==> src/rtl/cmac_rx_frame_check_if.sv <==
// CMAC-style AXI stream bundle without tready.
// master drives the beat, slave observes it.
interface cmac_rx_frame_check_if #(
  parameter int DATA_WIDTH = 512,
  parameter int KEEP_WIDTH = DATA_WIDTH / 8,
  parameter int USER_WIDTH = 1
);
  logic [DATA_WIDTH-1:0] tdata;
  logic [KEEP_WIDTH-1:0] tkeep;
  logic                  tvalid;
  logic                  tlast;
  logic [USER_WIDTH-1:0] tuser;

  modport master (
    output tdata, tkeep, tvalid, tlast, tuser
  );

  modport slave (
    input tdata, tkeep, tvalid, tlast, tuser
  );
endinterface

==> src/rtl/cmac_rx_frame_check.sv <==
// RX frame length/error checker with one-cycle latency.
// Flags runt, oversize and errored frames on tuser[0].
module cmac_rx_frame_check #(
  parameter int DATA_WIDTH = 512,
  parameter int KEEP_WIDTH = DATA_WIDTH / 8,
  parameter int USER_WIDTH = 1,
  parameter int MIN_LEN    = 64,
  parameter int MAX_LEN    = 9600,
  parameter int CNT_WIDTH  = 32
) (
  input  logic                 clk,
  input  logic                 rst,
  cmac_rx_frame_check_if.slave  s_axis,
  cmac_rx_frame_check_if.master m_axis,
  output logic                 stat_good,
  output logic                 stat_runt,
  output logic                 stat_oversize,
  output logic                 stat_err,
  output logic [CNT_WIDTH-1:0] frame_count,
  output logic [CNT_WIDTH-1:0] bad_count
);

  if (DATA_WIDTH != 512) begin : g_bad_dw
    $error("DATA_WIDTH must be 512");
  end
  if (KEEP_WIDTH * 8 != DATA_WIDTH) begin : g_bad_kw
    $error("KEEP_WIDTH*8 must equal DATA_WIDTH");
  end
  if (MAX_LEN > 65535) begin : g_bad_max
    $error("MAX_LEN must not exceed 65535");
  end

  typedef enum logic [1:0] {
    IDLE  = 2'd0,
    FRAME = 2'd1,
    DROP  = 2'd2
  } state_t;

  localparam logic [16:0] MinLen = 17'(MIN_LEN);
  localparam logic [16:0] MaxLen = 17'(MAX_LEN);
  localparam logic [CNT_WIDTH-1:0] CntOne =
    {{(CNT_WIDTH-1){1'b0}}, 1'b1};

  state_t state_q, state_d;
  logic [15:0] len_q, len_d;
  logic        err_q, err_d;

  logic [DATA_WIDTH-1:0] data_q, data_d;
  logic [KEEP_WIDTH-1:0] keep_q, keep_d;
  logic [USER_WIDTH-1:0] user_q, user_d;
  logic vld_q, vld_d;
  logic last_q, last_d;
  logic good_q, good_d;
  logic runt_q, runt_d;
  logic ovs_q, ovs_d;
  logic errp_q, errp_d;
  logic [CNT_WIDTH-1:0] fcnt_q, fcnt_d;
  logic [CNT_WIDTH-1:0] bcnt_q, bcnt_d;

  logic [6:0]            beat_bytes;
  logic [16:0]           new_len;
  logic [DATA_WIDTH-1:0] data_m;
  logic                  is_runt;
  logic                  is_err;
  logic                  is_bad;

  always_comb begin
    beat_bytes = '0;
    data_m     = '0;
    for (int k = 0; k < KEEP_WIDTH; k++) begin
      beat_bytes = beat_bytes + {6'd0, s_axis.tkeep[k]};
      if (s_axis.tkeep[k]) begin
        data_m[k*8 +: 8] = s_axis.tdata[k*8 +: 8];
      end
    end
  end

  assign new_len = {1'b0, len_q} + {10'd0, beat_bytes};
  assign is_runt = new_len < MinLen;
  assign is_err  = s_axis.tuser[0] | err_q;
  assign is_bad  = is_runt | is_err;

  always_comb begin
    state_d = state_q;
    len_d   = len_q;
    err_d   = err_q;
    data_d  = '0;
    keep_d  = '0;
    user_d  = '0;
    vld_d   = 1'b0;
    last_d  = 1'b0;
    good_d  = 1'b0;
    runt_d  = 1'b0;
    ovs_d   = 1'b0;
    errp_d  = 1'b0;
    if (s_axis.tvalid) begin
      unique case (state_q)
        IDLE, FRAME: begin
          vld_d  = 1'b1;
          data_d = data_m;
          keep_d = s_axis.tkeep;
          user_d = s_axis.tuser;
          if (new_len > MaxLen) begin
            // Truncate: close the frame now, swallow the rest.
            last_d    = 1'b1;
            user_d[0] = 1'b1;
            ovs_d     = 1'b1;
            len_d     = '0;
            err_d     = 1'b0;
            state_d   = s_axis.tlast ? IDLE : DROP;
          end else if (!s_axis.tlast) begin
            user_d[0] = 1'b0;
            len_d     = new_len[15:0];
            err_d     = err_q | ~(&s_axis.tkeep)
                      | s_axis.tuser[0];
            state_d   = FRAME;
          end else begin
            last_d    = 1'b1;
            user_d[0] = is_bad;
            good_d    = ~is_bad;
            runt_d    = is_runt;
            errp_d    = is_err;
            len_d     = '0;
            err_d     = 1'b0;
            state_d   = IDLE;
          end
        end
        DROP: begin
          if (s_axis.tlast) state_d = IDLE;
        end
        default: state_d = IDLE;
      endcase
    end
  end

  always_comb begin
    fcnt_d = fcnt_q;
    bcnt_d = bcnt_q;
    if (vld_d && last_d && !(&fcnt_q)) begin
      fcnt_d = fcnt_q + CntOne;
    end
    if (vld_d && last_d && user_d[0] && !(&bcnt_q)) begin
      bcnt_d = bcnt_q + CntOne;
    end
  end

  always_ff @(posedge clk) begin
    if (rst) begin
      state_q <= IDLE;
      len_q   <= '0;
      err_q   <= 1'b0;
      data_q  <= '0;
      keep_q  <= '0;
      user_q  <= '0;
      vld_q   <= 1'b0;
      last_q  <= 1'b0;
      good_q  <= 1'b0;
      runt_q  <= 1'b0;
      ovs_q   <= 1'b0;
      errp_q  <= 1'b0;
      fcnt_q  <= '0;
      bcnt_q  <= '0;
    end else begin
      state_q <= state_d;
      len_q   <= len_d;
      err_q   <= err_d;
      data_q  <= data_d;
      keep_q  <= keep_d;
      user_q  <= user_d;
      vld_q   <= vld_d;
      last_q  <= last_d;
      good_q  <= good_d;
      runt_q  <= runt_d;
      ovs_q   <= ovs_d;
      errp_q  <= errp_d;
      fcnt_q  <= fcnt_d;
      bcnt_q  <= bcnt_d;
    end
  end

  assign m_axis.tdata  = data_q;
  assign m_axis.tkeep  = keep_q;
  assign m_axis.tvalid = vld_q;
  assign m_axis.tlast  = last_q;
  assign m_axis.tuser  = user_q;
  assign stat_good     = good_q;
  assign stat_runt     = runt_q;
  assign stat_oversize = ovs_q;
  assign stat_err      = errp_q;
  assign frame_count   = fcnt_q;
  assign bad_count     = bcnt_q;

endmodule

==> src/flat_wrapper.sv <==
// flat-port wrapper written by rule: the top's interface ports become plain ports
module cmac_rx_frame_check_flat 
#(
  parameter int DATA_WIDTH = 512,
  parameter int KEEP_WIDTH = DATA_WIDTH / 8,
  parameter int USER_WIDTH = 1,
  parameter int MIN_LEN    = 64,
  parameter int MAX_LEN    = 9600,
  parameter int CNT_WIDTH  = 32
)
  (clk, rst, stat_good, stat_runt, stat_oversize, stat_err, frame_count, bad_count, s_axis_tdata, s_axis_tkeep, s_axis_tvalid, s_axis_tlast, s_axis_tuser, m_axis_tdata, m_axis_tkeep, m_axis_tvalid, m_axis_tlast, m_axis_tuser);
  cmac_rx_frame_check_if #(.DATA_WIDTH(DATA_WIDTH), .KEEP_WIDTH(KEEP_WIDTH), .USER_WIDTH(USER_WIDTH)) s_axis_i ();
  cmac_rx_frame_check_if #(.DATA_WIDTH(DATA_WIDTH), .KEEP_WIDTH(KEEP_WIDTH), .USER_WIDTH(USER_WIDTH)) m_axis_i ();
  input  logic clk;
  input  logic rst;
  output logic stat_good;
  output logic stat_runt;
  output logic stat_oversize;
  output logic stat_err;
  output logic [CNT_WIDTH-1:0] frame_count;
  output logic [CNT_WIDTH-1:0] bad_count;
  input wire logic [$bits(s_axis_i.tdata)-1:0] s_axis_tdata;
  input wire logic [$bits(s_axis_i.tkeep)-1:0] s_axis_tkeep;
  input wire logic [$bits(s_axis_i.tvalid)-1:0] s_axis_tvalid;
  input wire logic [$bits(s_axis_i.tlast)-1:0] s_axis_tlast;
  input wire logic [$bits(s_axis_i.tuser)-1:0] s_axis_tuser;
  output wire logic [$bits(m_axis_i.tdata)-1:0] m_axis_tdata;
  output wire logic [$bits(m_axis_i.tkeep)-1:0] m_axis_tkeep;
  output wire logic [$bits(m_axis_i.tvalid)-1:0] m_axis_tvalid;
  output wire logic [$bits(m_axis_i.tlast)-1:0] m_axis_tlast;
  output wire logic [$bits(m_axis_i.tuser)-1:0] m_axis_tuser;
  assign s_axis_i.tdata = s_axis_tdata;
  assign s_axis_i.tkeep = s_axis_tkeep;
  assign s_axis_i.tvalid = s_axis_tvalid;
  assign s_axis_i.tlast = s_axis_tlast;
  assign s_axis_i.tuser = s_axis_tuser;
  assign m_axis_tdata = m_axis_i.tdata;
  assign m_axis_tkeep = m_axis_i.tkeep;
  assign m_axis_tvalid = m_axis_i.tvalid;
  assign m_axis_tlast = m_axis_i.tlast;
  assign m_axis_tuser = m_axis_i.tuser;
  cmac_rx_frame_check #(.DATA_WIDTH(DATA_WIDTH), .KEEP_WIDTH(KEEP_WIDTH), .USER_WIDTH(USER_WIDTH), .MIN_LEN(MIN_LEN), .MAX_LEN(MAX_LEN), .CNT_WIDTH(CNT_WIDTH)) u_core (.clk(clk), .rst(rst), .s_axis(s_axis_i), .m_axis(m_axis_i), .stat_good(stat_good), .stat_runt(stat_runt), .stat_oversize(stat_oversize), .stat_err(stat_err), .frame_count(frame_count), .bad_count(bad_count));
endmodule
==> config.mk <==
export PLATFORM = sky130hd
export DESIGN_NAME = cmac_rx_frame_check_flat
export DESIGN_NICKNAME = d
export VERILOG_FILES = /design/src/rtl/cmac_rx_frame_check_if.sv /design/src/rtl/cmac_rx_frame_check.sv /design/src/flat_wrapper.sv
export SDC_FILE = /design/constraint.sdc
export NUM_CORES = 1
export LEC_CHECK = 0
export CORE_AREA = 2 2 478 480
export CTS_CLUSTER_SIZE = 24
export DETAILED_ROUTE_END_ITERATION = 12
export DIE_AREA = 0 0 480 482
export SYNTH_ARGS = -nofsm -noshare
export SYNTH_HDL_FRONTEND = slang
export SYNTH_SLANG_ARGS = --single-unit
==> constraint.sdc <==
create_clock -name clk -period 13.2 [get_ports clk]
set_input_delay 2.64 -clock clk [delete_from_list [all_inputs] [get_ports clk]]
set_output_delay 2.64 -clock clk [all_outputs]
set_load 0.05 [all_outputs]
==> impl_metrics.tcl <==
set metrics [dict create \
    reg2reg_to "u_core.len_q[11]" \
    critPathCaptureType "register" \
    num_rows 175 \
    ctsResizeCount 0 \
    dieArea_um2 231000 \
    required_ns 13.81 \
    regToRegSetupSlack_ns 8.97 \
    path_delay_family "adder cells" \
    grt_pass1_wl_um 270000 \
    globalRouteOverflowTotal 0 \
    async_reset_ff_frac 0 \
    period_minus_slack_ns 12.16 \
    gp_congestion 0.834 \
    clkLatencyLatePin_ns 0.74 \
    cts_sinks 666 \
    power-per-cell-area_nw_per_um2 213 \
    hold_violations 0 \
    synth-edff-count 0 \
    cpPeakStageDelay_ns 0.79 \
    finalSetupViolCount 0 \
    design_area_um2 41500 \
    ant_nets 0 \
    setup_tns_ns 0 \
    fmax_ghz 0.0823 \
    seq_area_um2 13300 \
    multi_input_area_um2 7780 \
    status "finished clean" \
    ys_seq_area_frac 0.608 \
    die_x_um 480 \
    vias 22700 \
    whs_ns 0.467 \
    clk_pin_slew_worst_paths_ns 0.06 \
    nFillCells 24900 \
    postCtsSetupBuffers 0 \
    p_leak_uw 0.0168 \
    place_inst 6197 \
    die_h_um 482 \
    holdBufCountCts 0 \
    worstRegToRegCells 12 \
    crit_slowest_cell "clkdlybuf4s50_1" \
    syn_area_um2 21900 \
    worst_pin_slew_ns 1.13 \
    dpl-instance-area_um2 38000 \
    path_common_cell "fa_1" \
    worst_setup_path_start_kind "input port" \
    cts_buffers 91 \
    endpoint "u_core.len_q[11]" \
    wl_um 225000 \
    drive_above_1_share 0.0683 \
    critPathLaunch "s_axis_tkeep[48]" \
    critical_path_buf_inv_count 7 \
    finalCritPeriodShare 0.921 \
    path_depth 31 \
    yosysWarningCount 0 \
    hpwl_um 197000 \
    fin_nets 3942 \
    avgSynthCellArea_um2 11.0 \
    vias_per_cell 3.51 \
    max_slew_margin 0.243 \
    synth_cell_type_count 63 \
    synth_ff_type "dfxtp_1" \
    rsz0062_at_grt "false" \
    wl_per_cell_um 34.9 \
    stdcell_count 6456 \
    htree_levels 3 \
    peakVddDrop_uv 638 \
    root_buffer "clkbuf_16" \
    antenna_found_initial 357 \
    start_util 0.0968 \
    worst-path-max-fanout 10 \
    drv_cap 0 \
    gr-usage-all-layers 0.186 \
    grt_max_degree 207 \
    firstDrtPassIters 5 \
    final_util 0.183 \
    drc 0 \
    final_max_slew_viol_count 0 \
    numPortBuffers 1227 \
    hold_class "register to register" \
    fin_worst_skew_ns 0.0322 \
    coreArea_um2 226000 \
    cts_tree "done" \
    critPathKind "input port to register" \
    ys_seq_elements 666 \
    grt_pass1_vias 21700 \
    syn-num-nets 2660 \
    boundaryPins 1228 \
    synthCells 1999 \
    drt_iter0_drc 1757 \
    areaGrowthSynthToFinish_pct 89.3 \
    clockBufferDepth 3 \
    critPathArrivalTime_ns 12.76 \
    r2r_start "u_core.len_q[0]" \
]
[cells in the final DEF, fill, tap and decap left out, types with 32 or more instances in the layout]
master              n
a21oi_1            57
and2_1             32
and3_1            527
buf_4              56
clkbuf_16          91
clkdlybuf4s50_1  1223
dfxtp_1           666
diode_2            94
fa_1               55
inv_1             115
nand2_1            38
nor2_1             92
[power by group]
group          switching, uW  internal (uW)
sequential              23.2           2080
combinational           2520           1500
clock                   1080           1620
total                   3620           5200
[worst min path at each step]
stage / from / endpoint / slack, ns / cells after the start
final: u_core.len_q[5] / u_core.len_q[5] / 0.47 / 2
after global placement: u_core.len_q[2] / u_core.len_q[2] / 0.44 / 2
after CTS: u_core.len_q[5] / u_core.len_q[5] / 0.47 / 2
after floorplan: u_core.len_q[2] / u_core.len_q[2] / 0.43 / 2
after detailed placement: u_core.len_q[15] / u_core.len_q[15] / 0.45 / 1
after global routing: u_core.len_q[15] / u_core.len_q[15] / 0.48 / 1
[tightest hold or removal path: cells and delay by family (launching register included)]
family / cells / cell delay [ns]
flip-flops: 1 / 0.33
AO/OA/AOI/OAI: 1 / 0.05
AND/OR/NAND/NOR: 1 / 0.05
[sequential cells by signal, summed over array words and instances (netlist names)]
signal and cells:
u_core.m_axis.tdata 512, u_core.len_q 16, u_core.stat_err 1, u_core.m_axis.tlast 1
u_core.stat_runt 1, u_core.bad_count 32, u_core.stat_good 1, u_core.m_axis.tvalid 1
u_core.frame_count 32, u_core.stat_oversize 1, u_core.m_axis.tkeep 64, u_core.m_axis.tuser 1
u_core.err_q 1, u_core.state_q 2
[routing by layer]
metal,global-route usage,wire (um),vias up
met3,0.131,35300,587
met2,0.307,105000,1487
li1,-,-,9605
met4,0.0441,6010,268
met5,0.00572,1830,-
met1,0.190,77000,10700
[area by class of cell]
cell class / instances / share of cell area
antenna: 94 / 0.00567
clock inverter: 48 / 0.0175
tap: 3009 / 0.0907
sequential: 666 / 0.321
clock buffer: 117 / 0.0604
timing repair buffer: 1284 / 0.306
multi-input combinational: 1122 / 0.188
inverter: 116 / 0.0107
[cells by family after synthesis]
| family | after synthesis | share of synthesized area |
|---|---|---|
| and+or+nand+nor | 837 | 0.224 |
| AOI/OAI and AO/OA | 168 | 0.0502 |
| xor gates and xnor gates | 23 | 0.00919 |
| DFF | 666 | 0.608 |
| adders and majority gates | 80 | 0.0645 |
| muxes | 14 | 0.00702 |
| buffers and inverters | 211 | 0.0373 |
[stage by stage]
stage | setup slack [ns] | power, uW
finish | 1.04 | 8820
global route | 0.661 | 9430
CTS | 1.10 | 8930
detailed placement | 0.321 | 6130
global placement | 0.480 | 5980
floorplan | 2.20 | 4730
[cells in the mapped netlist, drive strengths merged (5+ instances only)]
cell type	instances	area share
nor2b	15	0.0043
o21ai	38	0.0087
clkbuf	81	0.014
mux2	11	0.0057
nand4	21	0.0060
a21o	7	0.0024
and2	32	0.0091
nand3	29	0.0066
and3	527	0.15
buf	14	0.0036
dfxtp	666	0.61
ha	25	0.014
xnor2	7	0.0028
nand2	38	0.0065
a211oi	5	0.0022
xor2	16	0.0064
a21oi	59	0.014
fa	55	0.050
nor3	12	0.0027
nor2	92	0.016
nand2b	8	0.0023
or3	29	0.0083
o31ai	23	0.0081
nor4	5	0.0014
inv	116	0.020
or4	17	0.0058
and4	5	0.0020
No activity file was read; power rests on OpenSTA's default activity.
